### src/rtl/bcd_to_binary.sv
// Packed-BCD to unsigned binary converter using reverse double-dabble
// (shift right one bit, then subtract 3 from every BCD nibble >= 8).
module bcd_to_binary #(
  parameter int DIGITS = 4,
  parameter int BIN_W  = 14
) (
  input  logic                  CLK,
  input  logic                  RST,
  input  logic                  START,
  input  logic [4*DIGITS-1:0]   BCDIN,
  output logic [BIN_W-1:0]      BINOUT,
  output logic                  BUSY,
  output logic                  DONE,
  output logic                  ERR,
  output logic [2:0]            o_dbg_state
);

  localparam int SR_W  = 4*DIGITS + BIN_W;
  localparam int CNT_W = $clog2(BIN_W + 1);

  typedef enum logic [2:0] {
    S_IDLE  = 3'd0,
    S_INIT  = 3'd1,
    S_SHIFT = 3'd2,
    S_CHECK = 3'd3,
    S_DONE  = 3'd4
  } state_t;

  state_t              r_state;
  state_t              w_next;
  logic [SR_W-1:0]     r_sr;
  logic [SR_W-1:0]     w_corr;
  logic [CNT_W-1:0]    r_cnt;
  logic [BIN_W-1:0]    r_binout;
  logic                r_done;
  logic                r_err;
  logic                w_bad;
  logic                w_last;

  // Handshake: START is sampled only in IDLE and ignored while BUSY; DONE is
  // a one-cycle pulse, with BINOUT/ERR valid from that cycle until the next accept.
  assign BUSY        = (r_state != S_IDLE);
  assign DONE        = r_done;
  assign ERR         = r_err;
  assign BINOUT      = r_binout;
  assign o_dbg_state = r_state;
  assign w_last      = (r_cnt == CNT_W'(BIN_W));

  // Per-nibble digit check and subtract-3 correction; nibbles never interact.
  always_comb begin
    w_corr = r_sr;
    w_bad  = 1'b0;
    for (int d = 0; d < DIGITS; d++) begin
      if (r_sr[BIN_W + 4*d +: 4] > 4'd9) w_bad = 1'b1;
      if (r_sr[BIN_W + 4*d +: 4] >= 4'd8)
        w_corr[BIN_W + 4*d +: 4] = r_sr[BIN_W + 4*d +: 4] - 4'd3;
    end
  end

  always_ff @(posedge CLK) begin
    if (!RST) r_state <= S_IDLE;
    else      r_state <= w_next;
  end

  always_comb begin
    w_next = r_state;
    case (r_state)
      S_IDLE:  if (START) w_next = S_INIT;
      S_INIT:  w_next = w_bad ? S_DONE : S_SHIFT;
      S_SHIFT: w_next = S_CHECK;
      S_CHECK: w_next = w_last ? S_DONE : S_SHIFT;
      S_DONE:  w_next = S_IDLE;
      default: w_next = S_IDLE;
    endcase
  end

  always_ff @(posedge CLK) begin
    if (!RST) begin
      r_sr     <= '0;
      r_cnt    <= '0;
      r_binout <= '0;
      r_done   <= 1'b0;
      r_err    <= 1'b0;
    end else begin
      case (r_state)
        S_IDLE: begin
          r_done <= 1'b0;
          if (START) begin
            r_sr  <= {BCDIN, {BIN_W{1'b0}}};
            r_cnt <= '0;
            r_err <= 1'b0;
          end
        end
        S_INIT: begin
          if (w_bad) r_err <= 1'b1;
        end
        S_SHIFT: begin
          r_sr  <= r_sr >> 1;
          r_cnt <= r_cnt + CNT_W'(1);
        end
        S_CHECK: begin
          // The final shift leaves the binary field complete; no correction after it.
          if (!w_last) r_sr <= w_corr;
        end
        S_DONE: begin
          if (!r_err) r_binout <= r_sr[BIN_W-1:0];
          r_done <= 1'b1;
          r_sr   <= '0;
          r_cnt  <= '0;
        end
        default: begin
          r_done <= 1'b0;
        end
      endcase
    end
  end

endmodule

### config.mk
export PLATFORM = sky130hd
export DESIGN_NAME = bcd_to_binary
export DESIGN_NICKNAME = d
export VERILOG_FILES = /design/src/rtl/bcd_to_binary.sv
export SDC_FILE = /design/constraint.sdc
export NUM_CORES = 1
export LEC_CHECK = 0
export CAP_MARGIN = 30
export CORE_MARGIN = 8
export CORE_UTILIZATION = 60
export CTS_BUF_LIST = sky130_fd_sc_hd__clkbuf_8
export DETAILED_ROUTE_END_ITERATION = 10
export DONT_BUFFER_PORTS = 1
export GPL_ROUTABILITY_DRIVEN = 1
export PLACE_DENSITY = 0.78
export SYNTH_ARGS = -nofsm -noshare
export SYNTH_HDL_FRONTEND = slang
export SYNTH_SLANG_ARGS = --single-unit
### constraint.sdc
create_clock -name CLK -period 3.1 [get_ports CLK]
set_input_delay 0.62 -clock CLK [delete_from_list [all_inputs] [get_ports CLK]]
set_output_delay 0.62 -clock CLK [all_outputs]
set_load 0.005 [all_outputs]
# Word level (Yosys, flattened, before mapping)
# Index checks and enable logic that the tools add are counted.
[totals]
in_bits = 19
out_inout_bits = 20
register_bits = 53
[op_classes]
reduce_logical = 14
eq_ne = 12
order_cmp = 8
muxes = 21
bitwise_logic = 2
addsub = 5
[op_table]
columns = ["cell", "count"]
rows = [
  ["one-hot mux 30 bit (4 select lines)", 1],
  ["2-to-1 mux 30 bit", 2],
  ["2-to-1 mux 4 bit", 5],
  [">= comparator 4 bit (second input constant)", 4],
  ["> comparator 4 bit (second input constant)", 4],
  ["AND reduction 4 bit", 4],
  ["subtractor 4 x 2 -> 4 bit (second input constant)", 4],
  ["inequality test 2 bit (second input constant)", 7],
  ["one-hot mux 3 bit (4 select lines)", 1],
  ["one-hot mux 4 bit (3 select lines)", 1],
  ["2-to-1 mux 3 bit", 3],
  ["== test 3 x 2 -> 1 bit (second input constant)", 2],
  ["2-to-1 mux 1 bit", 6],
  ["AND reduction 3 bit", 2],
  ["nonzero test 3 bit", 2],
  ["adder 4 x 1 -> 4 bit (second input constant)", 1],
  ["== test 4 bit (second input constant)", 1],
  ["one-hot mux 1 bit (2 select lines)", 2],
  ["AND reduction 2 bit", 2],
  ["nonzero test 4 bit", 1],
  ["== test 3 x 1 -> 1 bit (second input constant)", 1],
  ["== test 3 bit (second input constant)", 1],
  ["zero test 3 bit", 1],
  ["OR reduction 3 bit", 1],
  ["2 further kinds", 3],
]

# Logic depth before layout (Yosys ltp)
# Gate-level depths: netlist of the first run.
[logic_depth]
depth_word = 7
mapped_depth = 7

# Least setup slack after synthesis of the first run
# Ideal clock, no wire load.
[synth_path]
path_kind = "input to register"
start = "in START"
end = "reg r_sr[29]"
path_stages = 6
slack_ns = 1.403
arrival_ns = 1.561
required_ns = 2.964
setup_time_ns = 0.136
path_buffers = 2
path_cell_list = "nor3_1 or3_1 buf_2 buf_4 nor2b_1 nor3_2"
[synth_between]
elab_chain_cells = 2
[synth_rtl]
columns = ["element", "line_no", "text"]
rows = [
  ["start: declaration", "9", "input logic START,"],
  ["inequality test 2 bit (no line)", "--", ""],
  ["AND reduction 4 bit (no line)", "--", ""],
  ["end signal: assignment", "89", "r_sr <= {BCDIN, {BIN_W{1'b0}}};"],
  ["end signal: assignment", "98", "r_sr <= r_sr >> 1;"],
  ["end signal: assignment", "103", "if (!w_last) r_sr <= w_corr;"],
  ["end: declaration", "31", "logic [SR_W-1:0] r_sr;"],
]
# No other way between the ends.
# A chain may end at the register's enable or synchronous reset.

# Worst setup path after layout of the first run
[layout_path]
start = "reg r_state[2], in the netlist o_dbg_state[2]"
end = "out BUSY"
[layout_between]
elab_chain_cells = 1
[layout_rtl]
columns = ["element", "line_no", "text"]
rows = [
  ["start: declaration", "29", "state_t r_state;"],
  ["start signal: assignment", "62", "else r_state <= w_next;"],
  ["nonzero test 3 bit", "42", "assign BUSY = (r_state != S_IDLE);"],
  ["end: declaration", "12", "output logic BUSY,"],
]
# No other way between the ends.

==> run summary, run 1 <==
CP endpoint -> BUSY
DIE AREA -> 7700 µm²
Hold Fails Final Rpt -> 0
Placed cell area -> 3090 µm²
# Post-CTS Setup Buffers -> 0
Routed WL -> 6580 µm
Unrepaired setup endpoints after global routing -> no
Min-Delay Path Class -> input pin to flip-flop
Gr usage total -> 0.176
Clock root buffer -> clkbuf_8
Via count -> 2484
Post-CTS Resized -> 0
Drt pass-1 iters -> 4
Setup CP Type -> flip-flop to output pin
I/O pins -> 39
Skew-Pair Late Insertion Delay -> 0.31 ns
Largest cells by area after synthesis -> dfxtp_1, nand2_1, ha_1, mux2i_1, a221o_1
Final setup fails -> 0
CTS sink cnt -> 53
Final ANT Viol Nets -> 0
Cts hold-fix bufs -> 0
Detail Placement HPWL -> 4660 µm
Top Layer Used -> met4
Ys async rst share -> 0
RR Startpoint -> o_dbg_state[1]
Finished Layout Cells -> 416
EDFF count, synth -> 0
Die Y -> 87.8 µm
Cell count after synthesis -> 360
Final TNS setup -> 0 ns
Min Clock Period, post-route -> 2.22 ns
Synth warn -> 0
Fin crit share -> 0.716
CP Launch Type -> flip-flop
Area delta synth->final -> 2.96%
CP Data Required Time -> 2.48 ns
Antenna cells -> 0
Maxcap violations -> 0
Pwr dens -> 527 nW/µm²
Initial core utilization -> 0.613
Vias in the first global route -> 2292
Relative slew slack -> 0.401
Leak -> 1.13 nW
H-Tree Depth -> 2
Vias per cell -> 5.97
CTS tree -> yes
Commonest cells after routing, fill and taps aside -> nand2_1, dfxtp_1, o21ai_0, mux2i_1, nor2b_1
Clock buffer depth -> 2
Routed length on met2 -> 3300 µm
Outcome -> complete, no violations
Syn avg cell area -> 8.58 µm²
Gpl congestion -> 0.851
Row cnt -> 26
Peak VDD IR -> 0.240 mV
R2R Path End -> r_sr[17]
Design area -> 3180 µm²
Fraction of layout instances using a drive strength above 1 -> 0.0665
R2R Setup Slk -> 1.03 ns
Top cell type by total area after synthesis -> dfxtp_1
M1 wire length -> 2800 µm
Clk_skew -> 0.00960 ns
Cell area after synthesis -> 3090 µm²
Reg2reg path depth -> 6
Final nets -> 382
FF+latch count, synth -> 53
Max Fclk -> 0.451 GHz
Synth unique cells -> 47
Num CTS Buffers -> 5
Synth Flop Type -> dfxtp_1
Max-slew violation count -> 0
DR WL/cell -> 15.8 µm
1st-iter DRT viols -> 116
GR Overflow Total -> 0
Post-Syn Nets -> 397
DRC violations left -> 0
CP Capture Type -> output pin
Worst-Margin Slew -> 0.894 ns
Register area share after synthesis -> 0.343
First-pass GRT wire length -> 10900 µm
Reg clk slew, reported paths -> 0.11 ns
Initial antenna violation count -> 0
Core ar. -> 5040 µm²
Top-area cell type share of the netlist area -> 0.343
Placed cells -> 408
# port buffers -> 0
Met3 routed WL -> 392 µm
Peak fanout along the critical path -> 20
CP Launch Point -> o_dbg_state[2]
Most common cell after layout, fill and taps aside -> nand2_1
Largest net degree at the start of global routing -> 67
Worst EP arrival -> 1.60 ns
Die X -> 87.8 µm
-- kinds of logic (layout without fill, tap and decap cells) --
logic type / Yosys count / in the layout / synth area share
AOI/OAI and AO/OA: 103 / 103 / 0.247
DFF: 53 / 53 / 0.343
xor gates and xnor gates: 6 / 6 / 0.0170
and+or+nand+nor: 119 / 119 / 0.194
muxes: 21 / 21 / 0.0684
adders and majority gates: 18 / 18 / 0.0729
buffers and inverters: 40 / 26 / 0.0571
-- synth_stat cells, types with 5 or more instances --
cell type / count
xnor2_1: 6
inv_1: 13
nor2b_1: 19
nor2_1: 5
ha_1: 18
a21boi_1: 16
a21oi_1: 5
a221o_1: 12
clkbuf_1: 14
o211ai_1: 6
mux2i_1: 20
nand2_1: 65
buf_2: 9
nand3_1: 7
a22oi_1: 16
o21ai_0: 20
dfxtp_1: 53
-- final cells by class --
| class | instances | area, µm² |
|---|---|---|
| Fill cell | 448 | 1860 |
| Multi-Input combinational cell | 267 | 1850 |
| Sequential cell | 53 | 1060 |
| Tap cell | 70 | 87.6 |
| Clock buffer | 5 | 68.8 |
| Inverter | 13 | 48.8 |
| Timing Repair Buffer | 5 | 37.5 |
| Clock inverter | 3 | 25.0 |
-- routing by layer --
metal / GRT usage / vias up
met4: 0.0547 / 0
met3: 0.0432 / 8
li1: - / 1241
met5: 0 / -
met2: 0.298 / 55
met1: 0.213 / 1180
-- report_power, final --
group	switching, W	internal, W
Clock	0.000247	0.000164
Sequential	0.0000768	0.000730
Combinational	0.000267	0.000191
-- metrics by stage --
stage	utilization	hold slack, ns	total power [W]	setup WS (ns)
after floorplan	-	0.431	0.00120	1.40
after detailed placement	0.612	0.469	0.00128	1.06
final	0.631	0.451	0.00168	0.882
after global routing	0.631	0.424	0.00178	0.767
after global placement	0.612	0.448	0.00126	1.10
after CTS	0.631	0.421	0.00169	0.872
-- critical path: stages (launching register included) --
cell	delay, ns
dfxtp_1	0.75
buf_4	0.34
or3_1	0.19
-- worst min-delay path by stage --
stage                     startpoint          to  slack (ns)  cells after the start
after global placement       r_sr[0]   BINOUT[0]        0.45                      2
after CTS                        RST         ERR        0.42                      1
after floorplan              r_sr[0]   BINOUT[0]        0.43                      2
after detailed placement    r_sr[11]  BINOUT[11]        0.47                      2
final                            RST         ERR        0.45                      1
after global routing             RST         ERR        0.42                      1
-- state kept, by name, summed over array words and instances (netlist names) --
register,cells
r_cnt,4
r_sr,30
ERR,1
o_dbg_state,3
DONE,1
BINOUT,14
Power figures use the tool's default switching activity.
==> run 2: changes to the inputs <==
- clock period: 3.1 -> 2.1 ns (I/O delays scaled with it)
==> run 2 against run 1 <==
Effect of this change:
- first-iteration DRC count up 48%
- design area up 0.71%
- die area unchanged
- non-clock buffer count up 3
- critical path depth up 3
- via count up 2.6%
- wire length up 4.9%
- utilization up 0.45 points
- critical endpoint is now r_sr[29]
- largest power group unchanged
==> run summary, run 2 (same netlist as run 1, synthesis figures left out) <==
CP Data Required Time -> 2.29 ns
CP max-delay cell -> dfxtp_1
Initial core utilization -> 0.613
Top Layer Used -> met4
1st-iter DRT viols -> 172
Routed WL -> 6900 µm
Row cnt -> 26
Clock buffer depth -> 2
Vias in the first global route -> 2492
Leak -> 1.14 nW
Gpl congestion -> 0.876
Unrepaired setup endpoints after global routing -> no
Maxcap violations -> 0
Worst-Margin Slew -> 0.618 ns
Final TNS setup -> 0 ns
Largest register FFs -> 30
Fraction of layout instances using a drive strength above 1 -> 0.0745
Place WS -> 0.293 ns
Final setup fails -> 0
Fin crit share -> 0.876
CP max stage delay -> 0.47 ns
Gr usage total -> 0.185
Min-Delay Path Class -> input pin to flip-flop
Reg clk slew, reported paths -> 0.11 ns
Worst EP arrival -> 2.03 ns
Num CTS Buffers -> 5
Most common cell after layout, fill and taps aside -> nand2_1
M1 wire length -> 3060 µm
Pwr dens -> 781 nW/µm²
Largest register by flop count -> r_sr
Final nets -> 385
Peak fanout along the critical path -> 23
CP cell instances -> buf_4, buf_4, a21oi_1, a2111oi_0, nor3_2
Placed cell area -> 3110 µm²
First-pass GRT wire length -> 11600 µm
Max Fclk -> 0.544 GHz
CTS sink cnt -> 53
Most frequent cell on the critical path -> buf_4
Cts hold-fix bufs -> 0
Initial antenna violation count -> 0
Commonest cells after routing, fill and taps aside -> nand2_1, dfxtp_1, o21ai_0, mux2i_1, nor2b_1
DR WL/cell -> 16.5 µm
CP Capture Type -> flip-flop
Final ANT Viol Nets -> 0
Outcome -> complete, no violations
CP Launch Type -> flip-flop
Total Power -> 0.00250 W
Relative slew slack -> 0.588
Die Y -> 87.8 µm
Clk_skew -> 0.00589 ns
Min Clock Period, post-route -> 1.84 ns
Setup CP Type -> flip-flop to flip-flop
GR Overflow Total -> 0
DIE AREA -> 7700 µm²
Family with the most delay on the worst path -> compound AO/OA/AOI/OAI gates
Routed length on met2 -> 3300 µm
# port buffers -> 0
Core ar. -> 5040 µm²
Via count -> 2548
Vias per cell -> 6.08
DRC violations left -> 0
CTS tree -> yes
Design area -> 3200 µm²
Antenna cells -> 0
Max-slew violation count -> 0
H-Tree Depth -> 2
Detail Placement HPWL -> 4750 µm
Drt pass-1 iters -> 4
R2R Setup Slk -> 0.26 ns
Die X -> 87.8 µm
Skew-Pair Late Insertion Delay -> 0.31 ns
Worst path buffer plus inverter count -> 2
Peak VDD IR -> 0.347 mV
Post-CTS Resized -> 0
Met3 routed WL -> 454 µm
Largest net degree at the start of global routing -> 67
Clock root buffer -> clkbuf_8
# Post-CTS Setup Buffers -> 0
Hold Fails Final Rpt -> 0
Area delta synth->final -> 3.68%
Min setup slack post-route -> 0.261 ns
I/O pins -> 39
[run 2: where the power goes]
group	switching, W	internal (W)	total [W]
logic	0.000409	0.000293	0.000701
clock network	0.000368	0.000242	0.000610
registers	0.000115	0.00108	0.00119
[run 2: metrics by stage]
stage / hold WS (ns) / utilization / std cells
6_report: 0.237 / 0.635 / 419
5_1_grt: 0.221 / 0.635 / 419
4_1_cts: 0.228 / 0.635 / 419
3_5_place_dp: 0.465 / 0.617 / 411
3_3_place_gp: 0.453 / 0.617 / 411
2_1_floorplan: 0.431 / - / 360
[run 2: final cells by class]
| type | count | area, µm² |
|---|---|---|
| inverters | 13 | 48.8 |
| multi-input cells | 267 | 1850 |
| fillers | 445 | 1840 |
| well taps | 70 | 87.6 |
| repair buffers | 8 | 60.1 |
| clock buffers | 5 | 68.8 |
| flip-flops and latches | 53 | 1060 |
| clock inverters | 3 | 25.0 |
[run 2: routing by layer]
layer,global-route usage,up-vias
li1,-,1238
met1,0.224,1221
met2,0.319,80
met3,0.0422,9
met4,0.0500,0
met5,0,-
[run 2: path summary, 6_finish.rpt]
check                 start   endpoint  cells past startpoint
max          o_dbg_state[1]   r_sr[29]                      5
min reg2reg         r_sr[0]  BINOUT[0]                      2
max reg2reg  o_dbg_state[1]   r_sr[29]                      5
min                     RST        ERR                      1
==> run 3: changes to the inputs <==
- SKIP_CTS_REPAIR_TIMING: unset -> 1
==> results of run 3 <==
Same layout as run 2: the final DEF is identical, and so are final timing and power.
